`src/rtl/seg7_pkg.sv`:
```
// Shared definitions for the two-digit 7-segment scan driver.
// Provides the scan FSM state type, the active-high segment patterns
// (bit 0 = a ... bit 6 = g), the all-off pattern and a BCD validity helper.
package seg7_pkg;

    localparam int unsigned DIGIT_W = 4;
    localparam int unsigned SEG_W   = 7;
    localparam int unsigned AN_W    = 2;

    // Refresh order: tens dead-time, tens, ones dead-time, ones.
    typedef enum logic [1:0] {
        BLANK_T = 2'd0,
        SHOW_T  = 2'd1,
        BLANK_O = 2'd2,
        SHOW_O  = 2'd3
    } scan_state_t;

    localparam logic [SEG_W-1:0] SEG_DIG_0 = 7'h3F;
    localparam logic [SEG_W-1:0] SEG_DIG_1 = 7'h06;
    localparam logic [SEG_W-1:0] SEG_DIG_2 = 7'h5B;
    localparam logic [SEG_W-1:0] SEG_DIG_3 = 7'h4F;
    localparam logic [SEG_W-1:0] SEG_DIG_4 = 7'h66;
    localparam logic [SEG_W-1:0] SEG_DIG_5 = 7'h6D;
    localparam logic [SEG_W-1:0] SEG_DIG_6 = 7'h7D;
    localparam logic [SEG_W-1:0] SEG_DIG_7 = 7'h07;
    localparam logic [SEG_W-1:0] SEG_DIG_8 = 7'h7F;
    localparam logic [SEG_W-1:0] SEG_DIG_9 = 7'h6F;
    localparam logic [SEG_W-1:0] SEG_DASH  = 7'h40;
    localparam logic [SEG_W-1:0] SEG_OFF   = 7'h00;

    // True when the nibble is a legal decimal digit.
    function automatic logic is_bcd_digit(input logic [DIGIT_W-1:0] d);
        return d <= DIGIT_W'(9);
    endfunction

endpackage

```
`src/rtl/bcd_to_seg7.sv`:
```
// Combinational BCD to 7-segment decoder, active-high patterns.
// Ports:
//   digit  in  4  BCD digit (10..15 decode to a dash)
//   seg_c  out 7  segment pattern, bit 0 = a ... bit 6 = g
module bcd_to_seg7
    import seg7_pkg::*;
(
    input  logic [DIGIT_W-1:0] digit,
    output logic [SEG_W-1:0]   seg_c
);

    // Digit lookup; any non-decimal code shows a dash.
    always_comb begin
        seg_c = SEG_DASH;
        case (digit)
            4'd0:    seg_c = SEG_DIG_0;
            4'd1:    seg_c = SEG_DIG_1;
            4'd2:    seg_c = SEG_DIG_2;
            4'd3:    seg_c = SEG_DIG_3;
            4'd4:    seg_c = SEG_DIG_4;
            4'd5:    seg_c = SEG_DIG_5;
            4'd6:    seg_c = SEG_DIG_6;
            4'd7:    seg_c = SEG_DIG_7;
            4'd8:    seg_c = SEG_DIG_8;
            4'd9:    seg_c = SEG_DIG_9;
            default: seg_c = SEG_DASH;
        endcase
    end

endmodule

```
`src/rtl/seg7_scan_driver.sv`:
```
// Time-multiplexed two-digit 7-segment driver fed by bin_to_bcd.
// Each digit owns one CLK_DIV-cycle slot that opens with BLANK_CYCLES of
// dead-time. Loaded digits are held pending and committed together at the
// frame boundary so both digits always change in the same frame.
// Ports:
//   clk         in  1  system clock, rising edge
//   rst         in  1  synchronous active-high reset
//   load        in  1  strobe capturing tens/ones into the pending registers
//   tens, ones  in  4  BCD digits
//   lz_blank    in  1  suppress a committed tens digit of 0
//   seg         out 7  shared segment bus (polarity per ACTIVE_LOW_SEG)
//   an          out 2  anodes, an[1] = tens, an[0] = ones (per ACTIVE_LOW_AN)
//   frame_done  out 1  pulse in the first cycle of each frame
//   err         out 1  sticky flag: a committed digit exceeded 9
module seg7_scan_driver
    import seg7_pkg::*;
#(
    parameter int unsigned CLK_DIV        = 50000,
    parameter int unsigned BLANK_CYCLES   = 16,
    parameter bit          ACTIVE_LOW_SEG = 1'b1,
    parameter bit          ACTIVE_LOW_AN  = 1'b1
) (
    input  logic               clk,
    input  logic               rst,
    input  logic               load,
    input  logic [DIGIT_W-1:0] tens,
    input  logic [DIGIT_W-1:0] ones,
    input  logic               lz_blank,
    output logic [SEG_W-1:0]   seg,
    output logic [AN_W-1:0]    an,
    output logic               frame_done,
    output logic               err
);

    localparam int unsigned CNT_W = (CLK_DIV > 1) ? $clog2(CLK_DIV) : 1;
    localparam logic [CNT_W-1:0] BLANK_LAST = CNT_W'(BLANK_CYCLES - 1);
    localparam logic [CNT_W-1:0] SLOT_LAST  = CNT_W'(CLK_DIV - 1);
    localparam logic [SEG_W-1:0] SEG_INV    = {SEG_W{ACTIVE_LOW_SEG}};
    localparam logic [AN_W-1:0]  AN_INV     = {AN_W{ACTIVE_LOW_AN}};

    scan_state_t        state, nxt_state;
    logic [CNT_W-1:0]   cnt, nxt_cnt;
    logic [DIGIT_W-1:0] pend_t, pend_o, nxt_pend_t, nxt_pend_o;
    logic [DIGIT_W-1:0] disp_t, disp_o, nxt_disp_t, nxt_disp_o;
    logic               commit;
    logic               nxt_err;
    logic [DIGIT_W-1:0] cur_digit;
    logic [SEG_W-1:0]   cur_pat;
    logic [SEG_W-1:0]   seg_act;
    logic [AN_W-1:0]    an_act;

    // Slot sequencing; the counter restarts only when a show state ends.
    always_comb begin
        nxt_state = state;
        nxt_cnt   = cnt + CNT_W'(1);
        commit    = 1'b0;
        case (state)
            BLANK_T: if (cnt == BLANK_LAST) nxt_state = SHOW_T;
            SHOW_T: begin
                if (cnt == SLOT_LAST) begin
                    nxt_state = BLANK_O;
                    nxt_cnt   = '0;
                end
            end
            BLANK_O: if (cnt == BLANK_LAST) nxt_state = SHOW_O;
            SHOW_O: begin
                if (cnt == SLOT_LAST) begin
                    nxt_state = BLANK_T;
                    nxt_cnt   = '0;
                    commit    = 1'b1;
                end
            end
            default: begin
                nxt_state = BLANK_T;
                nxt_cnt   = '0;
            end
        endcase
    end

    // Pending capture and frame-boundary commit; a load in the commit cycle
    // flows straight through to the display registers.
    always_comb begin
        nxt_pend_t = load ? tens : pend_t;
        nxt_pend_o = load ? ones : pend_o;
        nxt_disp_t = commit ? nxt_pend_t : disp_t;
        nxt_disp_o = commit ? nxt_pend_o : disp_o;
        nxt_err    = err | (commit & (~is_bcd_digit(nxt_pend_t) |
                                      ~is_bcd_digit(nxt_pend_o)));
    end

    // Single shared decoder, steered to whichever digit the next state shows.
    assign cur_digit = (nxt_state == SHOW_T) ? nxt_disp_t : nxt_disp_o;

    bcd_to_seg7 u_dec (
        .digit (cur_digit),
        .seg_c (cur_pat)
    );

    // Active-high drive for the upcoming cycle, registered below.
    always_comb begin
        seg_act = SEG_OFF;
        an_act  = '0;
        case (nxt_state)
            SHOW_T: begin
                if (!(lz_blank && (nxt_disp_t == '0))) begin
                    an_act  = 2'b10;
                    seg_act = cur_pat;
                end
            end
            SHOW_O: begin
                an_act  = 2'b01;
                seg_act = cur_pat;
            end
            default: begin
                an_act  = '0;
                seg_act = SEG_OFF;
            end
        endcase
    end

    // State, data and output registers; outputs stay aligned with the state.
    always_ff @(posedge clk) begin
        if (rst) begin
            state      <= BLANK_T;
            cnt        <= '0;
            pend_t     <= '0;
            pend_o     <= '0;
            disp_t     <= '0;
            disp_o     <= '0;
            seg        <= SEG_OFF ^ SEG_INV;
            an         <= AN_INV;
            frame_done <= 1'b0;
            err        <= 1'b0;
        end else begin
            state      <= nxt_state;
            cnt        <= nxt_cnt;
            pend_t     <= nxt_pend_t;
            pend_o     <= nxt_pend_o;
            disp_t     <= nxt_disp_t;
            disp_o     <= nxt_disp_o;
            seg        <= seg_act ^ SEG_INV;
            an         <= an_act ^ AN_INV;
            frame_done <= commit;
            err        <= nxt_err;
        end
    end

endmodule

```
`config.mk`:
```
export PLATFORM = sky130hd
export DESIGN_NAME = seg7_scan_driver
export DESIGN_NICKNAME = d
export VERILOG_FILES = /design/src/rtl/seg7_pkg.sv /design/src/rtl/bcd_to_seg7.sv /design/src/rtl/seg7_scan_driver.sv
export SDC_FILE = /design/constraint.sdc
export NUM_CORES = 1
export LEC_CHECK = 0
export CAP_MARGIN = 20
export CORE_ASPECT_RATIO = 1.5
export CORE_MARGIN = 4
export CORE_UTILIZATION = 59
export DETAILED_ROUTE_END_ITERATION = 7
export PLACE_DENSITY_LB_ADDON = 0.05
export SYNTH_ARGS = -nofsm -noshare
export SYNTH_HDL_FRONTEND = slang
export SYNTH_SLANG_ARGS = --single-unit
```
`constraint.sdc`:
```
create_clock -name clk -period 4.8 [get_ports clk]
set_input_delay 0.96 -clock clk [delete_from_list [all_inputs] [get_ports clk]]
set_output_delay 0.96 -clock clk [all_outputs]
set_load 0.005 [all_outputs]
```
# Word-level counts from Yosys, hierarchy flattened
# Memories as Yosys holds them, arrays and structs flattened.
# Index checks and enable logic that the tools add are counted.
[classes]
reduce_logical = 4
n_mux = 18
n_eq_ne = 7
bitwise = 7
add_sub_neg = 1
order_cmp = 2
[ops]
columns = ["operator", "count"]
rows = [
  ["two-way mux 16 bit", 2],
  ["two-way mux 4 bit", 5],
  ["adder 16 x 1 -> 16 bit, second input constant", 1],
  ["equality test 16 bit, second input constant", 1],
  ["equality test 16 x 4 -> 1 bit, second input constant", 1],
  ["case mux 7 bit (2 select lines)", 1],
  ["two-way mux 2 bit", 5],
  ["<= comparator 4 bit, second input constant", 2],
  ["case mux 2 bit (4 select lines)", 1],
  ["two-way mux 7 bit", 1],
  ["inverter 7 bit", 1],
  ["equality test 2 bit, second input constant", 3],
  ["equality test 2 x 1 -> 1 bit, second input constant", 2],
  ["logical NOT 4 bit", 1],
  ["case mux 2 bit (2 select lines)", 1],
  ["logical NOT 2 bit", 1],
  ["two-way mux 1 bit", 2],
  ["inverter 1 bit", 2],
  ["inverter 2 bit", 1],
  ["OR 1 bit", 2],
  ["OR reduction 2 bit", 1],
  ["AND 1 bit", 1],
  ["logical AND 1 bit", 1],
]
[word_totals]
elab_cells = 50
in_bits = 12
mem_bits_ro = 112
out_inout_bits = 11
memories = 1
regBits = 45
[mem_list]
columns = ["name", "depth", "word_bits", "rd", "rd_ports_with_merged_regs", "wr", "line_no", "source"]
rows = [
  ["(no name shown)", 16, 7, 1, 0, 0, "bcd_to_seg7.sv:15", "case (digit)"],
]

# Longest topological paths before layout
# Gate-level depths: netlist of the first run.
[logic_depth]
ltp_word = 9
depth_mapped = 12
ltp_nobuf = 11

# Cells and area by module
# From an unflattened synthesis of the first run, not the netlist that was laid out.
[unflattened]
cells_unflattened = 224
hier_area_um2 = 2050.7
[by_module_without_submodules]
columns = ["module", "n_inst", "area_each_um2", "cells_each"]
rows = [
  ["seg7_scan_driver", 1, 1823.0, 195],
  ["bcd_to_seg7", 1, 227.7, 29],
]

# Worst setup path before layout of the first run
# No wires, ideal clock.
[synth_timing]
path_type = "input to register"
startpoint = "input port load"
endpoint = "register seg[0]"
path_slack_ns = 1.928
setup_ns = 0.136
t_arrival_ns = 2.736
n_path_buf = 1
path_stages = 8
cell_sequence = "clkbuf_1 -> mux2i_1 -> o21ai_0 -> a211oi_1 -> inv_1 -> ha_1 -> mux2i_1 -> a22oi_1"
[synth_between]
elab_chain_cells = 7
elab_cells_between_ends = 11
cone_classes = "mux: 7; bitwise: 1; reduce/logical: 2; memory: 1"
[synth_rtl]
columns = ["element", "line_no", "source"]
rows = [
  ["start: declaration", "seg7_scan_driver.sv:25", "input logic load,"],
  ["two-way mux 4 bit, on equally long branches", "seg7_scan_driver.sv:84, seg7_scan_driver.sv:83", ""],
  ["two-way mux 4 bit, on equally long branches", "seg7_scan_driver.sv:86, seg7_scan_driver.sv:85", ""],
  ["two-way mux 4 bit or logical NOT 4 bit (tied branches)", "seg7_scan_driver.sv:92, seg7_scan_driver.sv:105", ""],
  ["memory (16 x 7 bit) or logical AND 1 bit (tied branches)", "-", ""],
  ["two-way mux 7 bit", "seg7_scan_driver.sv:105", "if (!(lz_blank && (nxt_disp_t == '0))) begin"],
  ["case mux 7 bit (2 select lines) (*)", "seg7_scan_driver.sv:103", "case (nxt_state)"],
  ["inverter 7 bit (no line) (*)", "-", ""],
  ["end signal: assignment", "seg7_scan_driver.sv:130", "seg <= SEG_OFF ^ SEG_INV;"],
  ["end signal: assignment", "seg7_scan_driver.sv:141", "seg <= seg_act ^ SEG_INV;"],
  ["end: declaration", "seg7_scan_driver.sv:29", "output logic [SEG_W-1:0] seg,"],
]
# Every way passes the cells marked *; elsewhere a longest branch is shown, timed or not.
# A chain may end at the register's enable or synchronous reset.

# Worst setup path after layout of the first run
[layout_timing]
startpoint = "input port load"
endpoint = "register seg[2]"
# Same word-level chain as after synthesis.

==> flow_metrics.env, run 1 <==
export IMPL_dieWidth_um=56.2
export IMPL_wl_met2_um=2150
export IMPL_synthDistinctLibCells=45
export IMPL_via_per_inst=5.48
export IMPL_dp_hpwl_um=2880
export IMPL_gp_congestion=0.863
export IMPL_synth_compound_area_share_pct=12.1
export IMPL_antenna_found_initial=0
export IMPL_synth_top_area_share_pct=43.7
export IMPL_cts_hold_buffers=0
export IMPL_cts_buffer_depth=2
export IMPL_wl_met3_um=115
export IMPL_numCtsBuffers=5
export IMPL_syn_num_nets=254
export IMPL_ctsResizeCount=0
export IMPL_yosys_area_share_adder_pct=3.65
export IMPL_crit_top_cell="inv_1"
export IMPL_cts_sink_count=45
export IMPL_whs_ps=455
export IMPL_ys_top_cells_by_count="nor2_1, dfxtp_1, a21oi_1, nand2_1, mux2i_1"
export IMPL_finalSetupTns_ps=0
export IMPL_yosys_area_share_simple_pct=24.7
export IMPL_num_rows=26
export IMPL_cp_end_kind="flip-flop"
export IMPL_required_ps=4980
export IMPL_die_h_um=80.4
export IMPL_final_area_um2=2390
export IMPL_root_buffer="clkbuf_8"
export IMPL_final_nets=273
export IMPL_grt_util_all_layers_pct=19.3
export IMPL_final_antenna_net_count=0
export IMPL_min_period_ps=3300
export IMPL_htree_levels=2
export IMPL_multiInputGateArea_um2=1080
export IMPL_finalWirelength_um=3880
export IMPL_finalHoldViolCount=0
export IMPL_port_buffers=22
export IMPL_worstSetupPathType="input pin to flip-flop"
export IMPL_start_util_pct=60.9
export IMPL_drcViolationCount=0
export IMPL_core_um2=3380
export IMPL_p_per_area_nw_per_um2=290
export IMPL_ys_top_cells_by_area="dfxtp_1, nor2_1, mux2i_1"
export IMPL_finalCritPeriodShare_pct=68.7
export IMPL_drt_met1_wl_um=1570
export IMPL_synth_largest_area_cell="dfxtp_1"
export IMPL_grt_max_degree=22
export IMPL_dpl_cell_area_um2=2280
export IMPL_slowest_delay_ps=780
export IMPL_yosysSeqAreaShare_pct=43.7
export IMPL_avgSynthCellArea_um2=8.73
export IMPL_relSlewSlack_pct=52.5
export IMPL_outcome="completed"
export IMPL_startpoint_type="input pin"
export IMPL_critical_path_arrival_ps=3480
export IMPL_grt_pass1_wl_um=7010
export IMPL_cts_clk_slew_worst_paths_ps=80
export IMPL_vdd_drop_max_uv=306
export IMPL_worst_pin_slew_ps=710
export IMPL_cp_max_fo=10
export IMPL_synthesis_area_um2=2060
export IMPL_vias=1634
export IMPL_n_antenna_cell=0
export IMPL_first_pass_iters=4
export IMPL_async_reset_ff_share_pct=0
export IMPL_cts_tree="yes"
export IMPL_synth_top_family_by_area="simple AND/OR/NAND/NOR gates"
export IMPL_fill_cells=292
export IMPL_rsz0062_at_grt="no"
export IMPL_synth_edff_count=0
export IMPL_clock_latency_ps=290
export IMPL_crit_path_top_delay_cell="clkdlybuf4s50_1"
export IMPL_overflow=0
export IMPL_initialDrtViolationCount=31
export IMPL_hp_class="flip-flop to flip-flop"
export IMPL_seqCellArea_um2=901
export IMPL_yosysMostFrequentCell="nor2_1"
export IMPL_ys_seq_elements=45
export IMPL_synth_ff_type="dfxtp_1"
export IMPL_ys_warn_count=0
export IMPL_die_area_um2=4520
export IMPL_highest_layer="met4"
export IMPL_synth_cells=236
export IMPL_path_cells="clkdlybuf4s50_1 > mux2i_1 > o21ai_0 > a211oi_2 > inv_1 > ha_1 > inv_1 > o21ba_2 > o21ai_1"
export IMPL_grt_pass1_vias=1624
export IMPL_ios=23
export IMPL_muxShareOfSynthArea_pct=6.87
export IMPL_drive_above_1_share_pct=6.25
export IMPL_setup_viol_count_final=0
export IMPL_fin_skew_ps=6.98
export IMPL_slew_violations=0
export IMPL_fmax_ghz=0.303
export IMPL_postCtsSetupBuffers=0
export IMPL_areaGrowthSynthToFinish_pct=16.1
export IMPL_wl_per_cell_um=13.0
export IMPL_drv_cap=0
export IMPL_p_leak_nw=0.918
export IMPL_synth_xor_area_share_pct=5.10
[cell usage in the layout, fill, tap and decap left out, drive strengths merged, types with 2 or more instances in the layout]
master,synthesis,final
a211oi,2,2
and3,3,3
mux2i,10,10
or4,3,3
a22oi,2,2
o21ai,10,10
clkinv,1,2
nor2b,6,6
or2,2,2
xnor2,5,5
ha,6,6
nand2b,2,2
dfxtp,45,45
inv,6,6
mux2,3,3
o211ai,3,3
and2,3,3
a21oi,15,15
nand2,11,11
clkbuf,8,6
nand3,8,8
clkdlybuf4s50,0,22
or3,2,2
xor2,7,7
nor4,2,2
nor2,49,49
nand4,6,6
a32oi,2,2
nor3,3,3
[state kept, by name, summed over array words and instances, names as in the netlist]
register and flops:
cnt 16, err 1, seg 7, disp_t 4, pend_o 4, pend_t 4, state 2, disp_o 4
an 2, frame_done 1
[path summary, 6_finish.rpt]
| check | startpoint | to | slack, ps | cells after the start |
|---|---|---|---|---|
| min | cnt[0] | cnt[0] | 460 | 1 |
| max | load | seg[2] | 1500 | 9 |
| max reg2reg | cnt[4] | seg[0] | 1780 | 9 |
| min reg2reg | cnt[0] | cnt[0] | 460 | 1 |
[where the power goes]
part	leakage (nW)	total (mW)	internal, mW	switching (mW)
clock	0.0554	0.279	0.156	0.123
sequential	0.365	0.382	0.379	0.00275
combinational	0.498	0.0312	0.0157	0.0155
total	0.918	0.692	0.551	0.141
[worst max-delay path: cells and delay by family]
kind / cells / cell delay (ps)
buffers and inverters: 3 / 1030
AOI/OAI and AO/OA: 4 / 790
muxes: 1 / 440
adders and majority gates: 1 / 260
[layer usage]
metal	vias to the layer above	track usage, %
li1	844	-
met1	761	21.3
met2	24	36.2
met3	5	4.34
met4	0	5.94
met5	-	0
[cells by family (layout without fill, tap and decap cells)]
logic type | Yosys count | count (layout)
compound gates | 39 | 39
xor+xnor | 12 | 12
fa+ha+maj | 6 | 6
buf+inv | 17 | 37
flops | 45 | 45
mux | 13 | 13
simple gates | 104 | 104
[layout make-up]
cell class | instances | share of cell area [%]
inverter | 7 | 1.10
clock inverter | 2 | 1.62
clock buffer | 6 | 3.04
multi-input combinational | 174 | 45.2
timing repair buffer | 22 | 9.21
sequential | 45 | 37.7
tap | 42 | 2.20
[through the flow]
step,power [mW],setup WS [ps],instances,utilization [%]
floorplan,0.409,1930,236,-
global placement,0.422,1220,290,67.4
detailed placement,0.422,1190,290,67.4
CTS,0.700,1450,298,70.7
global route,0.722,1300,298,70.7
finish,0.692,1500,298,70.7
Note: power is estimated with default switching activity, not from simulation.
==> inputs of run 2 (changes only) <==
- CORE_UTILIZATION: 59 -> 50
- clock period: 4.8 -> 3 ns (I/O delays scaled with it)
==> run 2 against run 1 <==
Design area up 4.9%. Critical endpoint is now seg[0]. Global-route usage shrank 1.5 points. Hold slack lost 12 ps.
==> flow_metrics.env, run 2 (synthesis results as in run 1) <==
export IMPL_outcome="completed"
export IMPL_n_antenna_cell=0
export IMPL_power_mw=1.12
export IMPL_finalWirelength_um=4130
export IMPL_grtUsageMet1_pct=19.2
export IMPL_final_antenna_net_count=0
export IMPL_fill_cells=381
export IMPL_dp_hpwl_um=3050
export IMPL_ios=23
export IMPL_min_period_ps=2820
export IMPL_fin_skew_ps=4.28
export IMPL_top_usage_layer="met2"
export IMPL_finalSetupTns_ps=0
export IMPL_final_cell_mix="nor2_1, dfxtp_1, clkdlybuf4s50_1"
export IMPL_final_area_um2=2510
export IMPL_p_leak_nw=0.982
export IMPL_slew_violations=0
export IMPL_use_met3_pct=4.62
export IMPL_worstSetupPathType="flip-flop to flip-flop"
export IMPL_vdd_drop_max_uv=461
export IMPL_numCtsBuffers=5
export IMPL_cts_hold_buffers=0
export IMPL_cts_tree="yes"
export IMPL_areaGrowthSynthToFinish_pct=21.7
export IMPL_relSlewSlack_pct=64.3
export IMPL_wl_per_cell_um=13.2
export IMPL_grt_max_degree=21
export IMPL_setup_viol_count_final=0
export IMPL_final_common_cell="nor2_1"
export IMPL_die_area_um2=5230
export IMPL_largest_registers="cnt x16, seg x7"
export IMPL_registers_top_by_ff_count="cnt"
export IMPL_final_util_pct=63.3
export IMPL_fmax_ghz=0.354
export IMPL_p_per_area_nw_per_um2=447
export IMPL_grt_util_all_layers_pct=17.8
export IMPL_cp_max_fo=11
export IMPL_via_per_inst=5.31
export IMPL_grt_pass1_wl_um=7100
export IMPL_htree_levels=2
export IMPL_core_um2=3960
export IMPL_initialDrtViolationCount=65
export IMPL_gp_congestion=0.814
export IMPL_worst_pin_slew_ps=533
export IMPL_drv_cap=0
export IMPL_dpl_cell_area_um2=2380
export IMPL_first_pass_iters=4
export IMPL_critical_path_arrival_ps=2990
export IMPL_rsz0062_at_grt="no"
export IMPL_die_h_um=86.6
export IMPL_grt_pass1_vias=1651
export IMPL_hp_class="flip-flop to flip-flop"
export IMPL_drive_above_1_share_pct=11.9
export IMPL_finalHoldViolCount=0
export IMPL_finalCritPeriodShare_pct=94.1
export IMPL_overflow=0
export IMPL_cts_clk_slew_worst_paths_ps=80
export IMPL_final_nets=286
export IMPL_clock_latency_ps=300
export IMPL_antenna_found_initial=0
export IMPL_cts_sink_count=45
export IMPL_gr_usage_met2_pct=31.9
export IMPL_startpoint_type="flip-flop"
export IMPL_dieWidth_um=60.4
export IMPL_largest_register_ffs=16
export IMPL_cts_buffer_depth=2
export IMPL_root_buffer="clkbuf_8"
export IMPL_start_util_pct=52.0
export IMPL_vias=1667
export IMPL_num_rows=28
export IMPL_required_ps=3170
export IMPL_place_inst=306
export IMPL_port_buffers=22
export IMPL_cp_end_kind="flip-flop"
export IMPL_drcViolationCount=0
export IMPL_instances_no_fill=314
-- run 2: changes by cell type in the layout (fill, tap and decap cells not counted), sizes merged --
cell / delta
clkinvlp: +1
clkbuf: -1
buf: +13
-- run 2: worst max-delay path, cell delays in order, from the launching register on --
cell and delay, ps:
dfxtp_1 380, or4_1 530, or4_4 630, nand3_1 120
o21ai_0 100, a211oi_2 250, buf_4 180, inv_1 60
ha_1 190, mux2i_1 180, a22oi_1 100
-- run 2: area by class of cell --
type / count / area, um2 / share of cell area [%]
repair buffers: 35 / 318 / 12.7
clock buffers: 5 / 68.8 / 2.74
well taps: 45 / 56.3 / 2.25
flip-flops and latches: 45 / 901 / 35.9
clock inverters: 3 / 46.3 / 1.85
multi-input cells: 174 / 1090 / 43.5
inverters: 7 / 26.3 / 1.05
-- run 2: repair_timing --
item                                    4_1_cts  5_1_grt
setup buffers                                 0        0
endpoints found under the setup margin        0        6
gates resized for setup                       0        2
-- run 2: power breakdown --
| group | total, mW | switching [mW] | internal, mW |
|---|---|---|---|
| Clock | 0.455 | 0.206 | 0.249 |
| Combinational | 0.0543 | 0.0254 | 0.0289 |
| Sequential | 0.610 | 0.00408 | 0.606 |
| Total | 1.12 | 0.235 | 0.884 |
-- run 2: path summary, 6_finish.rpt --
path	start	endpoint	slack, ps	cells after the start
setup / recovery	cnt[5]	seg[0]	180	10
hold / removal	cnt[0]	cnt[0]	440	1
setup reg to reg	cnt[5]	seg[0]	180	10
hold reg to reg	cnt[0]	cnt[0]	440	1
-- run 2: metrics by stage --
step	setup WS (ps)	hold slack (ps)
floorplan	192	413
global placement	137	425
detailed placement	82.9	432
CTS	149	445
global route	26.4	490
finish	176	443
-- run 2: metal layers --
metal  up-vias  wire length (um)
li1        871                 -
met1       760              1730
met2        29              2180
met3         7               136
met4         0                83
met5         -                 0
